File: src/rtl/seq_pkg.sv
// Shared defaults and width helpers for the serial pattern detector.
package seq_pkg;

    localparam int unsigned SEQ_LEN     = 5;
    localparam logic [15:0] SEQ_PATTERN = 16'b10010;
    localparam int unsigned HIT_CNT_W   = 8;

    // Ceiling log2; callers pass max_value+1 to size a counter holding max_value.
    function automatic int unsigned clog2(input int unsigned value);
        int unsigned result;
        result = 0;
        while ((result < 32) && ((32'd1 << result) < value)) begin
            result = result + 1;
        end
        return result;
    endfunction

endpackage

File: src/rtl/pulse_stretch.sv
// Retriggerable pulse stretcher: out stays high for HOLD_CYCLES cycles after the last trig.
module pulse_stretch
    import seq_pkg::*;
#(
    parameter int unsigned HOLD_CYCLES = 50_000_000,
    localparam int unsigned CNT_W      = clog2(HOLD_CYCLES + 1)
) (
    input  logic clk,
    input  logic rst_n,
    input  logic trig,
    output logic out
);

    logic [CNT_W-1:0] cnt_q;

    // A trigger during an active hold reloads the count, so the output never gaps.
    always_ff @(posedge clk) begin
        if (!rst_n) begin
            cnt_q <= '0;
        end else if (trig) begin
            cnt_q <= CNT_W'(HOLD_CYCLES);
        end else if (cnt_q != '0) begin
            cnt_q <= cnt_q - CNT_W'(1);
        end
    end

    assign out = (cnt_q != '0);

endmodule

File: src/rtl/seq_detect.sv
// Serial pattern detector: samples din_db on each rising edge of step_db and flags matches.
module seq_detect
    import seq_pkg::*;
#(
    parameter int unsigned     LEN         = SEQ_LEN,
    parameter logic [LEN-1:0]  PATTERN     = SEQ_PATTERN[LEN-1:0],
    parameter bit              OVERLAP     = 1'b1,
    parameter int unsigned     HOLD_CYCLES = 50_000_000,
    localparam int unsigned    FILL_W      = clog2(LEN + 1)
) (
    input  logic                 clk,
    input  logic                 rst_n,
    input  logic                 step_db,
    input  logic                 din_db,
    output logic                 hit,
    output logic                 hit_led,
    output logic [HIT_CNT_W-1:0] hit_cnt,
    output logic [LEN-1:0]       hist,
    output logic [FILL_W-1:0]    fill_cnt
);

    localparam logic [FILL_W-1:0] FILL_FULL = FILL_W'(LEN);

    logic                 step_q;
    logic [LEN-1:0]       hist_q;
    logic [LEN-1:0]       hist_d;
    logic [FILL_W-1:0]    fill_q;
    logic [FILL_W-1:0]    fill_inc;
    logic [HIT_CNT_W-1:0] hit_cnt_q;
    logic                 hit_q;
    logic                 strobe;
    logic                 match;

    // fill_q walks empty -> filling -> armed (LEN) and saturates there.
    always_comb begin
        strobe   = step_db & ~step_q;
        hist_d   = {hist_q[LEN-2:0], din_db};
        fill_inc = (fill_q == FILL_FULL) ? FILL_FULL : fill_q + FILL_W'(1);
        match    = strobe && (hist_d == PATTERN) && (fill_inc == FILL_FULL);
    end

    // step_q resets high so a switch already held at release does not count as a strobe.
    always_ff @(posedge clk) begin
        if (!rst_n) begin
            step_q    <= 1'b1;
            hist_q    <= '0;
            fill_q    <= '0;
            hit_cnt_q <= '0;
            hit_q     <= 1'b0;
        end else begin
            step_q <= step_db;
            hit_q  <= match;
            if (strobe) begin
                hist_q <= hist_d;
                fill_q <= (match && !OVERLAP) ? '0 : fill_inc;
            end
            if (match) begin
                hit_cnt_q <= hit_cnt_q + HIT_CNT_W'(1);
            end
        end
    end

    pulse_stretch #(
        .HOLD_CYCLES(HOLD_CYCLES)
    ) u_stretch (
        .clk  (clk),
        .rst_n(rst_n),
        .trig (match),
        .out  (hit_led)
    );

    assign hit      = hit_q;
    assign hit_cnt  = hit_cnt_q;
    assign hist     = hist_q;
    assign fill_cnt = fill_q;

endmodule

File: config.mk
export PLATFORM = sky130hd
export DESIGN_NAME = seq_detect
export DESIGN_NICKNAME = d
export VERILOG_FILES = /design/src/rtl/seq_pkg.sv /design/src/rtl/pulse_stretch.sv /design/src/rtl/seq_detect.sv
export SDC_FILE = /design/constraint.sdc
export NUM_CORES = 1
export LEC_CHECK = 0
export CAP_MARGIN = 20
export CORE_ASPECT_RATIO = 0.5
export CORE_MARGIN = 2
export CORE_UTILIZATION = 23
export CTS_BUF_LIST = sky130_fd_sc_hd__clkbuf_8
export CTS_CLUSTER_SIZE = 12
export DETAILED_ROUTE_END_ITERATION = 8
export PLACE_DENSITY = 0.35
export SETUP_SLACK_MARGIN = 0.1
export SLEW_MARGIN = 10
export SYNTH_ARGS = -nofsm -noshare
export SYNTH_HDL_FRONTEND = slang
export SYNTH_SLANG_ARGS = --single-unit
File: constraint.sdc
create_clock -name clk -period 6.4 [get_ports clk]
set_input_delay 1.6 -clock clk [delete_from_list [all_inputs] [get_ports clk]]
set_output_delay 1.6 -clock clk [all_outputs]
set_load 0.05 [all_outputs]
Word level (Yosys, flattened, before mapping)
Index checks and enable logic that the tools add are counted.

Output and inout port bits: 18. Flip-flop bits (word level): 44. Input bits: 4. Logic and storage cells: 24.

Add/subtract/negate cells: 3. Equal/unequal tests: 3. Reductions and logical operators: 5. Mux-type cells: 3. Bitwise logic cells: 3.

Operators with widths (count): $mux 26 (2); $reduce_bool 26->1 (1); $sub 26x1->26 const B (1); $add 8x1->8 const B (1); $eq 3x3->1 const B (2); $eq 5x5->1 const B (1); $add 3x1->3 const B (1); $mux 3 (1); $logic_and 1x1->1 (2); $not 1->1 (2); $reduce_bool 2->1 (1); $reduce_or 2->1 (1); $and 1x1->1 (1).

Depth between registers and ports, before layout
Gate-level depths: netlist of run 1.

Word-level depth: 5. Mapped depth: 9. Mapped depth without buffers: 8.

Hierarchy
A second synthesis of run 1 with hierarchy kept.

Cells, all modules: 238. Area total of the unflattened synthesis: 2122.0 um2.

By module, submodules not included: pulse_stretch (sequential area each 520.5 um2, cells each 150, times used 1, area an instance 1362.6 um2); seq_detect (sequential area each 360.3 um2, cells each 88, times used 1, area an instance 759.5 um2).

Worst setup path after synthesis of run 1
OpenSTA, ideal clock, no wires.

Path kind: register to output. From: reg u_stretch.cnt_q[0]. To: out hit_led. Required time: 4800 ps. Buffers on the path: 1. Path slack: 3221 ps. Cell stages (with the launch flop): 8. Arrival: 1579 ps. Cell sequence: dfxtp_1 > inv_1 > ha_1 > nor2b_1 > nand4_1 > nor3_1 > buf_4 > inv_2.

Word-level cells in the longest chain between the ends: 1.

RTL lines: start, declared (line pulse_stretch.sv:14) `logic [CNT_W-1:0] cnt_q;`; start signal, assigned (line pulse_stretch.sv:21) `cnt_q <= CNT_W'(HOLD_CYCLES);`; start signal, assigned (line pulse_stretch.sv:23) `cnt_q <= cnt_q - CNT_W'(1);`; $reduce_bool 26->1 (line pulse_stretch.sv:27) `assign out = (cnt_q != '0);`; end, declared (line seq_detect.sv:16) `output logic hit_led,`.

Every way passes these cells.

Worst setup path in the final report of run 1
From: reg u_stretch.cnt_q[14]. To: out hit_led.

Same word-level chain as after synthesis.

==> qor.csv, run 1 <==
metric;value;unit
outcome;complete, no violations;
Max VDD drop;144;µV
TritonCTS Buffers;5;
ys async rst share;0;%
WP data arrival;2840;ps
post-CTS sizing;0;
crit path launch type;register;
unique cell type count in the Yosys netlist;37;
Cells after Synth;238;
final slew viol count;0;
Via Count;1748;
drt via density;4.66;
crit end category;output pin;
number of synthesized flops with an enable pin;0;
Remaining DRCs;0;
# setup viols final;0;
CP Max Fanout;13;
PnR Total Power;0.00113;W
switching power;0.000482;W
Post-CTS Setup Bufs;0;
Initial Util;23.6;%
leakage power total;0.879;nW
DIE AREA;9680;µm²
Syn. warnings;0;
Mapped Nets;244;
commonest non-fill, non-tap cell in the layout;dfxtp_1;
CTS Buffer Depth;2;
post-layout net count;263;
DP Wirelength;3390;µm
Root Buffer;clkbuf_8;
Core ar.;8650;µm²
Pwr Density;456;nW/µm²
Sw Share;42.7;%
Max Cap Violations;0;
Final Core Density;28.6;%
Clock Power Share;20.3;%
die span in x;137;µm
IO Count;22;
vias in the first global route;1671;
Fin Setup TNS;0;ps
Synth top area share;43.2;%
die height;70.6;µm
global route overflow;0;
clk_skew;12.1;ps
Wirelength per Cell;13.0;µm
global placer's final weighted congestion;0.713;
Final Hold Fails;0;
initial antenna violation count;0;
H-Tree Depth;2;
Worst Max-Slew Pin Slew;756;ps
RSZ-0062 raised after global routing;false;
Area Overhead vs Synth;21.3;%
Final WS setup;1960;ps
Yosys reg bits;44;
clk_lat worst skew;320;ps
layout cells sized above 1;6.20;%
critical path type;reg2out;
largest net degree at the start of global routing;25;
site row count;24;
most frequent cells in the layout;44 x dfxtp_1, 31 x nor2_1, 24 x nand2_1, 21 x clkdlybuf4s50_1, 16 x xor2_1;
total clock sinks;44;
top_reg_cell synth;dfxtp_1;
dominant cell type by area after synthesis;dfxtp_1;
sequential cell area fraction in the yosys report;43.2;%
WHS;467;ps
total track usage;11.4;%
Rel. slew slack;49.5;%
Int Power;0.000646;W
global-route wire length before repair;8520;µm
Comb pwr share;44.6;%
CTS tree;yes;
synthesized area;2040;µm²
Req. time, crit path;4800;ps
Syn Area/Cell;8.57;µm²
Fmax;225;MHz
Synth area leaders;dfxtp_1 43%, xor2_1 6.9%, nor2_1 5.7%;
crit share post-route;69.3;%
IO buf count;21;
Flop pwr share;35.2;%
Worst-path clk slew;100;ps
Ant. Diodes;0;
cts hold-fix bufs;0;
pre-CTS setup slack;2300;ps
antenna viol nets, final;0;
Worst Hold Class;reg2reg;
Post-Route WL;4880;µm
fin crit period;4440;ps
DR pass1 iterations;4;
initial drt markers;64;
==> power groups by stage <==
| stage | Sequential [W] | Combinational [W] | Clock (W) |
|---|---|---|---|
| finish | 0.000397 | 0.000503 | 0.000229 |
| CTS | 0.000397 | 0.000508 | 0.000239 |
| global route | 0.000408 | 0.000579 | 0.000251 |
| floorplan | 0.000389 | 0.000407 | 0 |
| global placement | 0.000403 | 0.000504 | 0 |
| detailed placement | 0.000402 | 0.000504 | 0 |
==> state kept, by name, summed over array words and instances (netlist names) <==
name	cells
fill_cnt	3
u_stretch.cnt_q	26
hit	1
step_q	1
hit_cnt	8
hist	5
==> final cells by class <==
type / count / area (µm²)
tap: 117 / 146
inverter: 4 / 15.0
clock buffer: 5 / 68.8
timing repair buffer: 23 / 225
clock inverter: 3 / 47.5
multi-input combinational: 179 / 1090
sequential: 44 / 881
fill: 958 / 6170
==> critical path, stage by stage, from the launching register on <==
cell and delay (ps):
dfxtp_1 380, nor4_1 470, nand3_1 440, nor3_1 250
buf_4 230, inv_2 60, clkdlybuf4s50_1 700
==> path summary, 6_finish.rpt <==
path                        from  slack (ps)                 end  depth (start not counted)
max reg2reg              hist[1]        4050  u_stretch.cnt_q[5]                          5
min                      hist[4]         470             hist[4]                          2
min reg2reg              hist[4]         470             hist[4]                          2
max          u_stretch.cnt_q[14]        1960             hit_led                          6
==> routing by layer <==
| layer | track usage [%] | part of all wire, % |
|---|---|---|
| met1 | 16.5 | 54 |
| met2 | 15.5 | 40 |
| met3 | 4.01 | 4.4 |
| met4 | 4.12 | 1.2 |
| met5 | 0 | 0 |
==> cell families after synthesis <==
| family | synth area share (%) |
|---|---|
| buffers and inverters | 3.37 |
| AO/OA/AOI/OAI | 14.7 |
| multiplexers | 0.491 |
| AND/OR/NAND/NOR | 28.9 |
| flip-flops | 43.2 |
| XOR/XNOR | 8.16 |
| adder cells (fa/ha/maj) | 1.23 |
==> metrics by stage <==
step / cell area (µm²) / std cells
after floorplan: 2040 / 238
after global placement: 2360 / 367
after detailed placement: 2360 / 367
after CTS: 2470 / 375
after global routing: 2470 / 375
final: 2470 / 375
==> cells in the mapped netlist (4+ instances only) <==
| master | n |
|---|---|
| o21ai_0 | 6 |
| xor2_1 | 16 |
| a31oi_1 | 7 |
| or3_1 | 6 |
| nand2b_1 | 4 |
| or4_1 | 10 |
| nor3_1 | 9 |
| nor2_1 | 31 |
| nand3_1 | 4 |
| clkbuf_1 | 8 |
| nand4_1 | 6 |
| dfxtp_1 | 44 |
| nand2_1 | 24 |
| a21oi_1 | 12 |
| o31ai_1 | 9 |
No activity file was read; power rests on OpenSTA's default activity.
==> inputs of run 2 (changes only) <==
- PLACE_DENSITY: 0.35 -> 0.37
- clock period: 6.4 -> 3.95 ns (I/O delays scaled with it)
==> qor.csv, run 2 (synthesis gave the netlist of run 1 again) <==
metric;value;unit;change
Hold Path End;u_stretch.cnt_q[4];;was hist[4]
reg2reg path depth;7;;was 5
most frequent cells in the layout;44 x dfxtp_1, 31 x nor2_1, 24 x nand2_1, 20 x clkdlybuf4s50_1, 16 x xor2_1;;was 44 x dfxtp_1, 31 x nor2_1, 24 x nand2_1, 21 x clkdlybuf4s50_1, 16 x xor2_1
Area after DPL;2390;µm²;was 2360 µm²
initial drt markers;59;;was 64
max reg flops;26;;unchanged
CP top delay family;simple AND/OR/NAND/NOR gates;;unchanged
Initial Util;23.6;%;unchanged
crit end category;output pin;;unchanged
Fin Setup TNS;0;ps;unchanged
Req. time, crit path;2960;ps;was 4800 ps
Core ar.;8650;µm²;unchanged
CP Max Fanout;13;;unchanged
DR pass1 iterations;4;;unchanged
# setup viols final;0;;unchanged
critical path cell sequence;nor4_1 > nand3_1 > buf_4 > nor3_1 > inv_2 > buf_4;;was nor4_1 > nand3_1 > nor3_1 > buf_4 > inv_2 > clkdlybuf4s50_1
Buf/Inv on CP;3;;unchanged
crit path launch type;register;;unchanged
largest net degree at the start of global routing;25;;unchanged
Via Count;1765;;was 1,748
Rel. slew slack;47.1;%;was 49.5%
post-CTS sizing;0;;unchanged
global placer's final weighted congestion;0.719;;was 0.713
Worst Hold Class;reg2reg;;unchanged
crit share post-route;81.4;%;
Max VDD drop;207;µV;was 144 µV
Area Overhead vs Synth;23.3;%;was 21.3%
H-Tree Depth;2;;unchanged
Max Cap Violations;0;;unchanged
DP Wirelength;3380;µm;was 3390 µm
leakage power total;0.907;nW;was 0.879 nW
vias in the first global route;1681;;was 1,671
total track usage;10.8;%;was 11.4%
Worst Max-Slew Pin Slew;793;ps;was 756 ps
fin crit period;3220;ps;
Ant. Diodes;0;;unchanged
fin cells;380;;was 375
global route overflow;0;;unchanged
die span in x;137;µm;unchanged
CTS tree;yes;;unchanged
Post-Route WL;4860;µm;was 4880 µm
total clock sinks;44;;unchanged
site row count;24;;unchanged
Worst-path clk slew;90;ps;was 100 ps
global-route wire length before repair;8340;µm;was 8520 µm
RSZ-0062 raised after global routing;false;;unchanged
min-delay src;u_stretch.cnt_q[4];;was hist[4]
Remaining DRCs;0;;unchanged
largest reg by FF count;u_stretch.cnt_q;;unchanged
cts hold-fix bufs;0;;unchanged
IO buf count;21;;unchanged
die height;70.6;µm;unchanged
Final Cell Area;2510;µm²;was 2470 µm²
layout cells sized above 1;8.37;%;was 6.20%
fill count;943;;was 958
outcome;complete, no violations;;unchanged
commonest non-fill, non-tap cell in the layout;dfxtp_1;;unchanged
critical path type;reg2out;;unchanged
CP max stage delay;530;ps;was 700 ps
Fmax;311;MHz;
Post-CTS Setup Bufs;0;;unchanged
final slew viol count;0;;unchanged
antenna viol nets, final;0;;unchanged
CTS Buffer Depth;2;;unchanged
CP dominant cell by count;buf_4;;
r2r endpoint;u_stretch.cnt_q[23];;was u_stretch.cnt_q[5]
clk_lat worst skew;310;ps;was 320 ps
drt via density;4.64;;was 4.66
initial antenna violation count;0;;unchanged
post-layout net count;268;;was 263
R2R Setup Slk;1700;ps;was 4050 ps
TritonCTS Buffers;5;;unchanged
slowest CP cell;nor4_1;;was clkdlybuf4s50_1
WHS Path Cells;2;;unchanged
Wirelength per Cell;12.8;µm;was 13.0 µm
Pwr Density;740;nW/µm²;was 456 nW/µm²
IO Count;22;;unchanged
WP data arrival;2230;ps;was 2840 ps
Final Core Density;29.1;%;was 28.6%
DIE AREA;9680;µm²;unchanged
DP Cell Count;372;;was 367
Root Buffer;clkbuf_8;;unchanged
Final Hold Fails;0;;unchanged
clk_skew;12.9;ps;was 12.1 ps
reg-to-reg startpoint;u_stretch.cnt_q[14];;was hist[1]
## run 2: worst max-delay path by stage
| stage | slack, ps | start | endpoint | cells after the start |
|---|---|---|---|---|
| finish | 730 | u_stretch.cnt_q[14] | hit_led | 6 |
| global route | 510 | u_stretch.cnt_q[0] | hit_led | 7 |
| CTS | 710 | u_stretch.cnt_q[0] | hit_led | 7 |
| detailed placement | 980 | din_db | u_stretch.cnt_q[1] | 6 |
| global placement | 970 | din_db | u_stretch.cnt_q[1] | 6 |
| floorplan | 1380 | u_stretch.cnt_q[0] | hit_led | 7 |
## run 2: tightest hold or removal path, cell delays in order, from the launching register on
cell	delay, ps
dfxtp_1	330
nand2_1	50
a21oi_1	50
## run 2: layout make-up
cell class / count / area (µm²) / area share, %
inverter: 4 / 15.0 / 0.597
tap: 117 / 146 / 5.82
clock buffer: 6 / 82.6 / 3.29
multi-input combinational: 179 / 1090 / 43.4
clock inverter: 2 / 38.8 / 1.54
timing repair buffer: 28 / 260 / 10.4
sequential: 44 / 881 / 35.0
## run 2: per-layer routing
layer | GRT usage [%] | up-vias | share of wire (%)
met5 | 0 | - | 0
met4 | 2.75 | 0 | 1.2
met3 | 3.08 | 7 | 3.3
met2 | 16.6 | 21 | 42
met1 | 14.9 | 832 | 53
li1 | - | 905 | -
## run 2: per-stage QoR
stage / setup WS, ps / power [W] / hold WS [ps]
floorplan: 1380 / 0.00129 / 445
global placement: 973 / 0.00150 / 453
detailed placement: 980 / 0.00149 / 454
CTS: 706 / 0.00188 / 471
global route: 509 / 0.00204 / 514
finish: 735 / 0.00186 / 469
## run 2: where the power goes
part           total [W]  switching, W  internal [W]
Combinational   0.000844      0.000503      0.000341
Sequential      0.000642      0.000103      0.000538
Clock           0.000375      0.000168      0.000207
Total            0.00186      0.000774       0.00109
==> inputs of run 3 (changes only) <==
- PLACE_DENSITY: 0.37 -> 0.35
- clock period: 3.95 -> 3 ns (I/O delays scaled with it)
==> qor.csv, run 3 (synthesis gave the netlist of run 1 again) <==
metric;value;unit;change
DP Wirelength;3650;µm;was 3380 µm
CP max stage delay;370;ps;was 530 ps
global route overflow;0;;unchanged
CP Max Fanout;3;;was 13
min-delay src;hist[4];;was u_stretch.cnt_q[4]
total track usage;11.3;%;was 10.8%
Rel. slew slack;66.7;%;was 47.1%
IO buf count;21;;unchanged
Ant. Diodes;0;;unchanged
post-CTS sizing;0;;unchanged
Post-Route WL;5050;µm;was 4860 µm
Final Cell Area;2510;µm²;about the same
Fmax;371;MHz;
most frequent cells in the layout;44 x dfxtp_1, 31 x nor2_1, 24 x nand2_1, 20 x clkdlybuf4s50_1, 16 x xor2_1;;unchanged
largest reg by FF count;u_stretch.cnt_q;;unchanged
antenna viol nets, final;0;;unchanged
GRT busiest layer;met2;;unchanged
Max VDD drop;342;µV;was 207 µV
r2r endpoint;u_stretch.cnt_q[19];;was u_stretch.cnt_q[23]
commonest non-fill, non-tap cell in the layout;dfxtp_1;;unchanged
WP data arrival;1950;ps;was 2230 ps
die span in x;137;µm;unchanged
reg-to-reg startpoint;u_stretch.cnt_q[0];;was u_stretch.cnt_q[14]
crit end category;output pin;;unchanged
Req. time, crit path;2250;ps;was 2960 ps
layout cells sized above 1;9.40;%;was 8.37%
Final WS setup;303;ps;was 735 ps
leakage power total;0.911;nW;was 0.907 nW
CTS tree;yes;;unchanged
crit path launch type;register;;unchanged
DR pass1 iterations;4;;unchanged
Final Hold Fails;0;;unchanged
post-layout net count;272;;was 268
final slew viol count;0;;unchanged
clk_lat worst skew;300;ps;was 310 ps
critical path cell sequence;inv_1 > ha_1 > nor2b_1 > nand4_1 > nor3_1 > inv_2 > buf_4;;was nor4_1 > nand3_1 > buf_4 > nor3_1 > inv_2 > buf_4
Pwr Density;943;nW/µm²;was 740 nW/µm²
IO Count;22;;unchanged
critical path type;reg2out;;unchanged
fin crit period;2700;ps;
Worst Hold Class;reg2reg;;unchanged
fill count;959;;was 943
Initial Util;23.6;%;unchanged
Final Core Density;29.0;%;was 29.1%
largest net degree at the start of global routing;19;;was 25
pre-CTS setup slack;330;ps;was 980 ps
Wirelength per Cell;13.2;µm;was 12.8 µm
reg2reg path depth;9;;was 7
max reg flops;26;;unchanged
Worst-path clk slew;80;ps;was 90 ps
initial drt markers;81;;was 59
RSZ-0062 raised after global routing;false;;unchanged
TritonCTS Buffers;5;;unchanged
drt via density;4.62;;was 4.64
global-route wire length before repair;8480;µm;was 8340 µm
met2 Use GR;17.0;%;was 16.6%
M1 GR Usage;15.6;%;was 14.9%
cts hold-fix bufs;0;;unchanged
WHS Path Cells;2;;unchanged
R2R Setup Slk;900;ps;was 1700 ps
# setup viols final;0;;unchanged
DIE AREA;9680;µm²;unchanged
Worst Max-Slew Pin Slew;498;ps;was 793 ps
Remaining DRCs;0;;unchanged
initial antenna violation count;0;;unchanged
global placer's final weighted congestion;0.715;;was 0.719
site row count;24;;unchanged
H-Tree Depth;2;;unchanged
die height;70.6;µm;unchanged
slowest CP cell;nor3_1;;was nor4_1
met3 track demand over resource;3.87;%;was 3.08%
outcome;complete, no violations;;unchanged
CTS Buffer Depth;2;;unchanged
Fin Setup TNS;0;ps;unchanged
Area Overhead vs Synth;22.9;%;was 23.3%
Root Buffer;clkbuf_8;;unchanged
Area after DPL;2420;µm²;was 2390 µm²
Core ar.;8650;µm²;unchanged
Hold Path End;hist[4];;was u_stretch.cnt_q[4]
vias in the first global route;1705;;was 1,681
crit share post-route;89.9;%;
Via Count;1770;;was 1,765
Max Cap Violations;0;;unchanged
clk_skew;7.12;ps;was 12.9 ps
total clock sinks;44;;unchanged
Post-CTS Setup Bufs;0;;unchanged
==> run 3: layout make-up <==
cell class,count,area (µm²),area share (%)
clock inverter,2,8.76,0.349
clock buffer,5,68.8,2.75
timing repair buffer,32,290,11.6
tap,117,146,5.84
multi-input combinational,179,1100,43.7
inverter,4,15.0,0.599
sequential,44,881,35.1
==> run 3: how the worst max path moves through the flow <==
stage	startpoint	end	depth (start not counted)	slack, ps
after floorplan	u_stretch.cnt_q[0]	hit_led	7	670
final	u_stretch.cnt_q[0]	hit_led	7	300
after global routing	u_stretch.cnt_q[2]	hit_led	5	170
after detailed placement	din_db	u_stretch.cnt_q[13]	7	330
after global placement	din_db	u_stretch.cnt_q[13]	7	370
after CTS	u_stretch.cnt_q[14]	hit_led	5	230
==> run 3: per-layer routing <==
metal,wire (µm),vias up,share of wire [%]
li1,-,912,-
met3,220,5,4.4
met4,38,0,0.75
met2,2060,26,41
met1,2730,827,54
met5,0,-,0
==> run 3: worst max-delay path: cells and delay by family, from the launching register on <==
family                   cells  cell delay (ps)
buffers and inverters        3              380
adder cells (fa/ha/maj)      1              210
flip-flops                   1              330
AND/OR/NAND/NOR              3              730
==> run 3: stage by stage <==
step           hold WS, ps  power, W  cells
2_1_floorplan          445   0.00170    238
3_3_place_gp           446   0.00201    376
3_5_place_dp           450   0.00201    376
4_1_cts                463   0.00239    383
5_1_grt                493   0.00258    383
6_report               456   0.00236    383
==> run 3: report_power, final <==
| part | internal [W] | switching (W) |
|---|---|---|
| Sequential | 0.000709 | 0.000142 |
| Clock | 0.000155 | 0.000198 |
| Combinational | 0.000477 | 0.000682 |
